## src/rtl/wallace_mul_pkg.sv

```systemverilog
// ---------------------------------------------------------------------------
// wallace_mul_pkg
// Shared types and constants for the wallace_mul_arbiter block.
//   state_t : sequencer states (IDLE / CALC / HOLD)
//   OP_W    : operand width (32)
//   PROD_W  : product width (64)
//   mag32   : two's-complement magnitude of a 32-bit operand
//   neg64   : two's-complement negation of a 64-bit product
// ---------------------------------------------------------------------------
package wallace_mul_pkg;

    localparam int OP_W   = 32;
    localparam int PROD_W = 64;

    typedef enum logic [1:0] {
        IDLE = 2'd0,
        CALC = 2'd1,
        HOLD = 2'd2
    } state_t;

    // |x| for a signed operand; 0x80000000 maps onto itself, which is the
    // correct unsigned magnitude 2^31.
    function automatic logic [OP_W-1:0] mag32(input logic [OP_W-1:0] x);
        return x[OP_W-1] ? (~x + 32'd1) : x;
    endfunction

    function automatic logic [PROD_W-1:0] neg64(input logic [PROD_W-1:0] x);
        return ~x + 64'd1;
    endfunction

endpackage

```

## src/rtl/rr_arbiter.sv

```systemverilog
// ---------------------------------------------------------------------------
// rr_arbiter
// Combinational round-robin grant selection. Searches req from ptr upward,
// wrapping modulo NREQ, and reports the first requester found.
// Ports:
//   req       in  NREQ : pending requests
//   ptr       in  IDW  : highest-priority index for this search
//   en        in  1    : grant may be issued this cycle
//   grant     out NREQ : one-hot grant (zero when en=0 or nothing pending)
//   grant_idx out IDW  : index of the selected requester (valid when any=1)
//   any       out 1    : at least one request pending
// ---------------------------------------------------------------------------
module rr_arbiter #(
    parameter int NREQ = 4,
    parameter int IDW  = $clog2(NREQ)
) (
    input  logic [NREQ-1:0] req,
    input  logic [IDW-1:0]  ptr,
    input  logic            en,
    output logic [NREQ-1:0] grant,
    output logic [IDW-1:0]  grant_idx,
    output logic            any
);

    logic [IDW-1:0] idx_s;
    logic           found_s;

    // Rotating priority search starting at ptr.
    always_comb begin : search_b
        logic [IDW:0] cand;
        idx_s   = '0;
        found_s = 1'b0;
        cand    = '0;
        for (int i = 0; i < NREQ; i++) begin
            cand = {1'b0, ptr} + (IDW+1)'(i);
            cand = (cand >= (IDW+1)'(NREQ)) ? (cand - (IDW+1)'(NREQ)) : cand;
            if (!found_s && req[cand[IDW-1:0]]) begin
                found_s = 1'b1;
                idx_s   = cand[IDW-1:0];
            end else begin
                found_s = found_s;
            end
        end
    end

    // One-hot decode of the selected index, gated by the enable.
    always_comb begin
        grant = '0;
        if (en && found_s) begin
            grant[idx_s] = 1'b1;
        end else begin
            grant = '0;
        end
    end

    assign grant_idx = idx_s;
    assign any       = |req;

endmodule

```

## src/rtl/wallace.sv

```systemverilog
// ---------------------------------------------------------------------------
// wallace
// Combinational 32x32 unsigned multiplier: partial products are reduced by
// layers of 3:2 carry-save compressors (32->22->15->10->7->5->4->3->2 rows)
// and the last two rows are summed with the carry-in.
// Ports:
//   a, b  in  32 : operands
//   cin   in  1  : carry-in to the final adder
//   p     out 64 : product (+cin), modulo 2^64
//   cout  out 1  : carry out of the final adder
// ---------------------------------------------------------------------------
module wallace (
    input  logic [31:0] a,
    input  logic [31:0] b,
    input  logic        cin,
    output logic [63:0] p,
    output logic        cout
);

    // Partial-product generation, Wallace reduction and final carry-propagate add.
    always_comb begin : tree_b
        logic [63:0] rows [32];
        logic [63:0] nxt  [32];
        logic [63:0] x, y, z;
        logic [5:0]  n, m;
        logic [64:0] sum;
        x   = 64'd0;
        y   = 64'd0;
        z   = 64'd0;
        sum = 65'd0;
        for (int i = 0; i < 32; i++) begin
            rows[5'(i)] = b[5'(i)] ? ({32'd0, a} << i) : 64'd0;
            nxt[5'(i)]  = 64'd0;
        end
        n = 6'd32;
        m = 6'd0;
        for (int l = 0; l < 8; l++) begin
            for (int j = 0; j < 32; j++) begin
                nxt[5'(j)] = 64'd0;
            end
            m = 6'd0;
            for (int g = 0; g < 11; g++) begin
                if (6'(3*g+2) < n) begin
                    x = rows[5'(3*g)];
                    y = rows[5'(3*g+1)];
                    z = rows[5'(3*g+2)];
                    nxt[m[4:0]]         = x ^ y ^ z;
                    nxt[m[4:0] + 5'd1]  = ((x & y) | (x & z) | (y & z)) << 1;
                    m = m + 6'd2;
                end else begin
                    // Fewer than three rows left in this group: pass them through.
                    if (6'(3*g) < n) begin
                        nxt[m[4:0]] = rows[5'(3*g)];
                        m = m + 6'd1;
                    end else begin
                        m = m;
                    end
                    if (6'(3*g+1) < n) begin
                        nxt[m[4:0]] = rows[5'(3*g+1)];
                        m = m + 6'd1;
                    end else begin
                        m = m;
                    end
                end
            end
            rows = nxt;
            n    = m;
        end
        sum  = {1'b0, rows[0]} + {1'b0, rows[1]} + {64'd0, cin};
        p    = sum[63:0];
        cout = sum[64];
    end

endmodule

```

## src/rtl/wallace_mul_arbiter.sv

```systemverilog
// ---------------------------------------------------------------------------
// wallace_mul_arbiter
// Shares one combinational wallace multiplier among NREQ requesters. A
// round-robin grant latches one operand pair, the tree settles for a full
// CALC cycle, and the 64-bit product is registered and offered with the
// requester ID on a valid/ready response channel.
// Optional feature macro: WALLACE_MUL_SIGNED_EN (adds req_signed and
// two's-complement handling via magnitude multiply + conditional negate).
// Ports:
//   clk, rst_n       : clock, asynchronous active-low reset
//   req_valid  [NREQ]: request pending per requester
//   req_ready  [NREQ]: one-hot accept (combinational on req_valid)
//   req_a/req_b      : NREQ packed 32-bit operands
//   req_signed [NREQ]: per-requester signed mode (macro builds only)
//   rsp_valid/ready  : response handshake
//   rsp_id     [IDW] : owner of rsp_p
//   rsp_p      [64]  : product
// ---------------------------------------------------------------------------
module wallace_mul_arbiter
    import wallace_mul_pkg::*;
#(
    parameter int NREQ = 4,
    parameter int IDW  = $clog2(NREQ)
) (
    input  logic                 clk,
    input  logic                 rst_n,
    input  logic [NREQ-1:0]      req_valid,
    output logic [NREQ-1:0]      req_ready,
    input  logic [NREQ*32-1:0]   req_a,
    input  logic [NREQ*32-1:0]   req_b,
`ifdef WALLACE_MUL_SIGNED_EN
    input  logic [NREQ-1:0]      req_signed,
`endif
    output logic                 rsp_valid,
    input  logic                 rsp_ready,
    output logic [IDW-1:0]       rsp_id,
    output logic [63:0]          rsp_p
);

    state_t              state_r, state_nxt_s;
    logic [IDW-1:0]      ptr_r, ptr_nxt_s;
    logic [OP_W-1:0]     opa_r, opb_r;
    logic [IDW-1:0]      gid_r;
    logic                rsp_valid_r;
    logic [IDW-1:0]      rsp_id_r;
    logic [PROD_W-1:0]   rsp_p_r;

    logic                arb_en_s, accept_s, any_s;
    logic [NREQ-1:0]     grant_s;
    logic [IDW-1:0]      grant_idx_s;
    logic [OP_W-1:0]     opa_sel_s, opb_sel_s, opa_lat_s, opb_lat_s;
    logic [PROD_W-1:0]   prod_s, prod_fin_s;
    logic                unused_cout_s;

    // Grants are only possible from IDLE, or from HOLD in the cycle the
    // response is taken; held in reset so no requester sees a false accept.
    assign arb_en_s = rst_n && ((state_r == IDLE) || ((state_r == HOLD) && rsp_ready));
    assign accept_s = arb_en_s && any_s;

    rr_arbiter #(.NREQ(NREQ), .IDW(IDW)) u_arb (
        .req       (req_valid),
        .ptr       (ptr_r),
        .en        (arb_en_s),
        .grant     (grant_s),
        .grant_idx (grant_idx_s),
        .any       (any_s)
    );

    assign req_ready = grant_s;
    assign opa_sel_s = req_a[OP_W*int'(grant_idx_s) +: OP_W];
    assign opb_sel_s = req_b[OP_W*int'(grant_idx_s) +: OP_W];
    assign ptr_nxt_s = (grant_idx_s == IDW'(NREQ-1)) ? '0 : (grant_idx_s + IDW'(1));

    wallace u_wallace (
        .a    (opa_r),
        .b    (opb_r),
        .cin  (1'b0),
        .p    (prod_s),
        .cout (unused_cout_s)
    );

`ifdef WALLACE_MUL_SIGNED_EN
    logic neg_r, neg_s;

    // Signed requesters are multiplied as magnitudes; the sign is reapplied later.
    always_comb begin
        opa_lat_s = opa_sel_s;
        opb_lat_s = opb_sel_s;
        neg_s     = 1'b0;
        if (req_signed[grant_idx_s]) begin
            opa_lat_s = mag32(opa_sel_s);
            opb_lat_s = mag32(opb_sel_s);
            neg_s     = opa_sel_s[OP_W-1] ^ opb_sel_s[OP_W-1];
        end else begin
            neg_s     = 1'b0;
        end
    end

    assign prod_fin_s = neg_r ? neg64(prod_s) : prod_s;

    // Result sign travels alongside the operand registers.
    always_ff @(posedge clk or negedge rst_n) begin
        if (!rst_n) begin
            neg_r <= 1'b0;
        end else if (accept_s) begin
            neg_r <= neg_s;
        end else begin
            neg_r <= neg_r;
        end
    end
`else
    assign opa_lat_s  = opa_sel_s;
    assign opb_lat_s  = opb_sel_s;
    assign prod_fin_s = prod_s;
`endif

    // Sequencer state register.
    always_ff @(posedge clk or negedge rst_n) begin
        if (!rst_n) begin
            state_r <= IDLE;
        end else begin
            state_r <= state_nxt_s;
        end
    end

    // Next-state decode; CALC always lasts exactly one cycle.
    always_comb begin
        state_nxt_s = state_r;
        case (state_r)
            IDLE: begin
                if (accept_s) begin
                    state_nxt_s = CALC;
                end else begin
                    state_nxt_s = IDLE;
                end
            end
            CALC: begin
                state_nxt_s = HOLD;
            end
            HOLD: begin
                if (!rsp_ready) begin
                    state_nxt_s = HOLD;
                end else if (accept_s) begin
                    state_nxt_s = CALC;
                end else begin
                    state_nxt_s = IDLE;
                end
            end
            default: begin
                state_nxt_s = IDLE;
            end
        endcase
    end

    // Operand capture, round-robin pointer and response registers.
    always_ff @(posedge clk or negedge rst_n) begin
        if (!rst_n) begin
            ptr_r       <= '0;
            opa_r       <= '0;
            opb_r       <= '0;
            gid_r       <= '0;
            rsp_valid_r <= 1'b0;
            rsp_id_r    <= '0;
            rsp_p_r     <= '0;
        end else begin
            if (accept_s) begin
                opa_r <= opa_lat_s;
                opb_r <= opb_lat_s;
                gid_r <= grant_idx_s;
                ptr_r <= ptr_nxt_s;
            end else begin
                ptr_r <= ptr_r;
            end
            if (state_r == CALC) begin
                rsp_p_r     <= prod_fin_s;
                rsp_id_r    <= gid_r;
                rsp_valid_r <= 1'b1;
            end else if ((state_r == HOLD) && rsp_ready) begin
                rsp_valid_r <= 1'b0;
            end else begin
                rsp_valid_r <= rsp_valid_r;
            end
        end
    end

    assign rsp_valid = rsp_valid_r;
    assign rsp_id    = rsp_id_r;
    assign rsp_p     = rsp_p_r;

endmodule

```

## config.mk

```make
export PLATFORM = sky130hd
export DESIGN_NAME = wallace_mul_arbiter
export DESIGN_NICKNAME = d
export VERILOG_FILES = /design/src/rtl/wallace_mul_pkg.sv /design/src/rtl/rr_arbiter.sv /design/src/rtl/wallace.sv /design/src/rtl/wallace_mul_arbiter.sv
export SDC_FILE = /design/constraint.sdc
export NUM_CORES = 1
export LEC_CHECK = 0
export CORE_AREA = 4 4 128 130
export CTS_BUF_LIST = sky130_fd_sc_hd__clkbuf_4 sky130_fd_sc_hd__clkbuf_8 sky130_fd_sc_hd__clkbuf_16
export DETAILED_ROUTE_END_ITERATION = 6
export DIE_AREA = 0 0 132 134
export PLACE_DENSITY = 0.55
export SLEW_MARGIN = 40
export SYNTH_ARGS = -nofsm -noshare
export SYNTH_HDL_FRONTEND = slang
export SYNTH_SLANG_ARGS = --single-unit
```

## constraint.sdc

```tcl
create_clock -name clk -period 1.7 [get_ports clk]
set_input_delay 0.425 -clock clk [delete_from_list [all_inputs] [get_ports clk]]
set_output_delay 0.425 -clock clk [all_outputs]
set_load 0.05 [all_outputs]
```

==> results.json <==
{
  "std_cell_rows": 45,
  "fin_nets": 426,
  "final.setup_skew_ps": 1.840,
  "synth-edff-count": 0,
  "rsz0062_at_grt": "yes",
  "synth.largest_area_cell": "buf_4",
  "met3_usage_pct": 0.4876,
  "fill_cells": 1734,
  "async_flop_share_pct": 100.0,
  "peakVddDrop_uv": 797.8,
  "die_h_um": 134,
  "avgSynthCellArea_sq_um": 8.992,
  "initial_core_util_pct": 7.005,
  "synth_flop_cell": "dfrtp_1",
  "remaining_drc_errors": 0,
  "drt_pass1_iterations": 3,
  "crit_fanout": 6,
  "power.total_uw": 2146,
  "first_global_vias": 705,
  "clock_latency_ps": 240,
  "grt_usage_pct": 2.425,
  "min_period_ps": 2138,
  "syn_inst": 118,
  "status": "finished with violations",
  "p_per_area_mw_per_mm2": 1340,
  "grt_max_degree": 10,
  "dieArea_sq_mm": 0.01769,
  "place.detailed.hpwl_um": 1894,
  "grt-ovfl-total": 0,
  "synthesis.yosys.warnings": 0,
  "period_share_pct": 125.7,
  "seq_area_frac_synth_pct": 21.23,
  "grt_pass1_wl_um": 3422,
  "synth_top_cell_area_share_pct": 45.28,
  "gp_congestion": 0.6786,
  "use_met2_pct": 3.706,
  "hold_class": "primary input to async pin",
  "fin_util_pct": 10.57,
  "htreeDepth": 1,
  "multi_input_area_sq_um": 669.4,
  "die_x_um": 132,
  "antenna_found_initial": 0,
  "core-area_sq_mm": 0.01515,
  "worstSetupStartpointType": "flop",
  "seqCellArea_sq_um": 227.7,
  "wirelength_um": 2377,
  "setup_violations": 4,
  "endpoint_kind": "primary output",
  "vias": 728,
  "io-pin-count": 334,
  "drt_iter0_markers": 13,
  "cts_root_buf": "clkbuf_16",
  "avgViaCountPerCell": 2.104,
  "grtUsageMet1_pct": 3.175,
  "numCtsBuffers": 3,
  "arrival_ps": 1710,
  "drive_gt1_share_pct": 41.14,
  "clockBufferDepth": 2,
  "critPathKind": "flop to primary output",
  "routedWlPerCell_um": 6.870,
  "drv_slew": 0,
  "ys_types": 30,
  "grt_busiest_layer": "met2",
  "yosys-top-cells-area": "buf_4, dfrtp_1, ha_1",
  "syn_area_sq_mm": 0.001061,
  "ys_seq_elements": 9,
  "clk_pin_slew_ps": 40,
  "ant_nets": 0,
  "place_ws_ps": -801.7,
  "cts_tree": "done",
  "antenna_cells": 0,
  "power_leakage_uw": 0.0007347,
  "cts_sinks": 9,
  "syn_to_final_growth_pct": 50.94,
  "setup_ws_ps": -437.7,
  "finalHoldViolCount": 0,
  "timing.fmax_mhz": 467.8,
  "cap_violations": 0,
  "cp.required_ps": 1270,
  "violations": "negative setup slack",
  "portBuffers": 13
}
Yosys cell counts, types with 2 or more instances:
master and number:
buf_4 64, nand2b_1 4, dfrtp_1 9, ha_1 4
o21ai_0 2, mux2_2 2, and2_2 4, nand2_1 3
nand3_1 2, nor2_1 3, inv_1 2
critical path: stages (launching register included):
cell     delay, ps
dfrtp_2        430
mux2i_2        260
nand2_1        120
and3_4         200
ha_2           180
and2_4         140
buf_12         140
placed cells by master (no fill, tap or decap), types with 2 or more instances in the layout:
cell type,netlist,final
nand2b_1,4,3
nor2_1,3,3
clkbuf_16,0,3
or3_4,1,2
dfrtp_1,9,7
dfrtp_2,0,2
mux2_2,2,2
buf_8,0,2
nand2_1,3,3
buf_6,0,2
dlygate4sd2_1,0,2
buf_4,64,22
ha_4,0,2
buf_12,0,5
clkdlybuf4s15_2,0,2
nand3_2,0,2
o21ai_0,2,2
and2_4,0,4
conb_1,1,64
metrics by stage:
stage	hold slack, ps	instance area, sq um	cells	setup TNS [ps]
after floorplan	129.4	1316	181	-209.5
after global placement	492.1	1396	338	-4644
after detailed placement	489.9	1396	338	-4794
after CTS	247.6	1578	345	-1573
after global routing	278.5	1602	346	-1973
final	243.0	1602	346	-1664
worst paths after layout:
kind,startpoint,end,slack (ps),cells past startpoint
worst max-delay path,ptr_r[1],req_ready[3],-440,6
worst min-delay path,rst_n,ptr_r[1],240,2
worst max register to register,ptr_r[1],gid_r[0],40,6
worst min register to register,gid_r[0],gid_r[0],530,1
max in group asynchronous,rst_n,ptr_r[0],1310,2
min in group clk,gid_r[0],gid_r[0],530,1
flip-flops by register name, summed over array words and instances (netlist names):
name and cells:
ptr_r 2, gid_r 2, rsp_id 2, state_r 2, rsp_valid 1
routing by layer:
layer,vias to the layer above,wire length (um)
li1,341,-
met1,333,969
met2,50,1130
met3,4,233
met4,0,43
met5,-,0
cell families after synthesis:
group                      count (synthesis)  share of synthesized area [%]
muxes                                      4                          4.481
buffers and inverters                     67                          46.58
other                                      1                         0.3534
DFF                                        9                          21.23
AOI/OAI and AO/OA                         11                          9.081
and+or+nand+nor                           22                          13.56
adders and majority gates                  4                          4.717
power by group:
group | switching, uW | internal, uW | leakage (uW)
Combinational | 762 | 532 | 0.000586
Sequential | 108 | 306 | 0.000107
Clock | 107 | 330 | 0.0000416
repair_timing:
| action | 4_1_cts | 5_1_grt |
|---|---|---|
| hold buffers | 0 | 0 |
| setup endpoints to repair | 8 | 5 |
| pin swaps | 8 | 0 |
| setup buffers | 3 | 1 |
| resized for setup | 34 | 2 |
area by class of cell:
cell class	count	share of cell area (%)
Clock buffer	4	5.156
Tap cell	188	14.69
Timing Repair Buffer	37	23.28
Multi-Input combinational cell	105	41.80
Sequential cell	9	14.22
Inverter	3	0.8594
(Power assumes the default switching activity.)
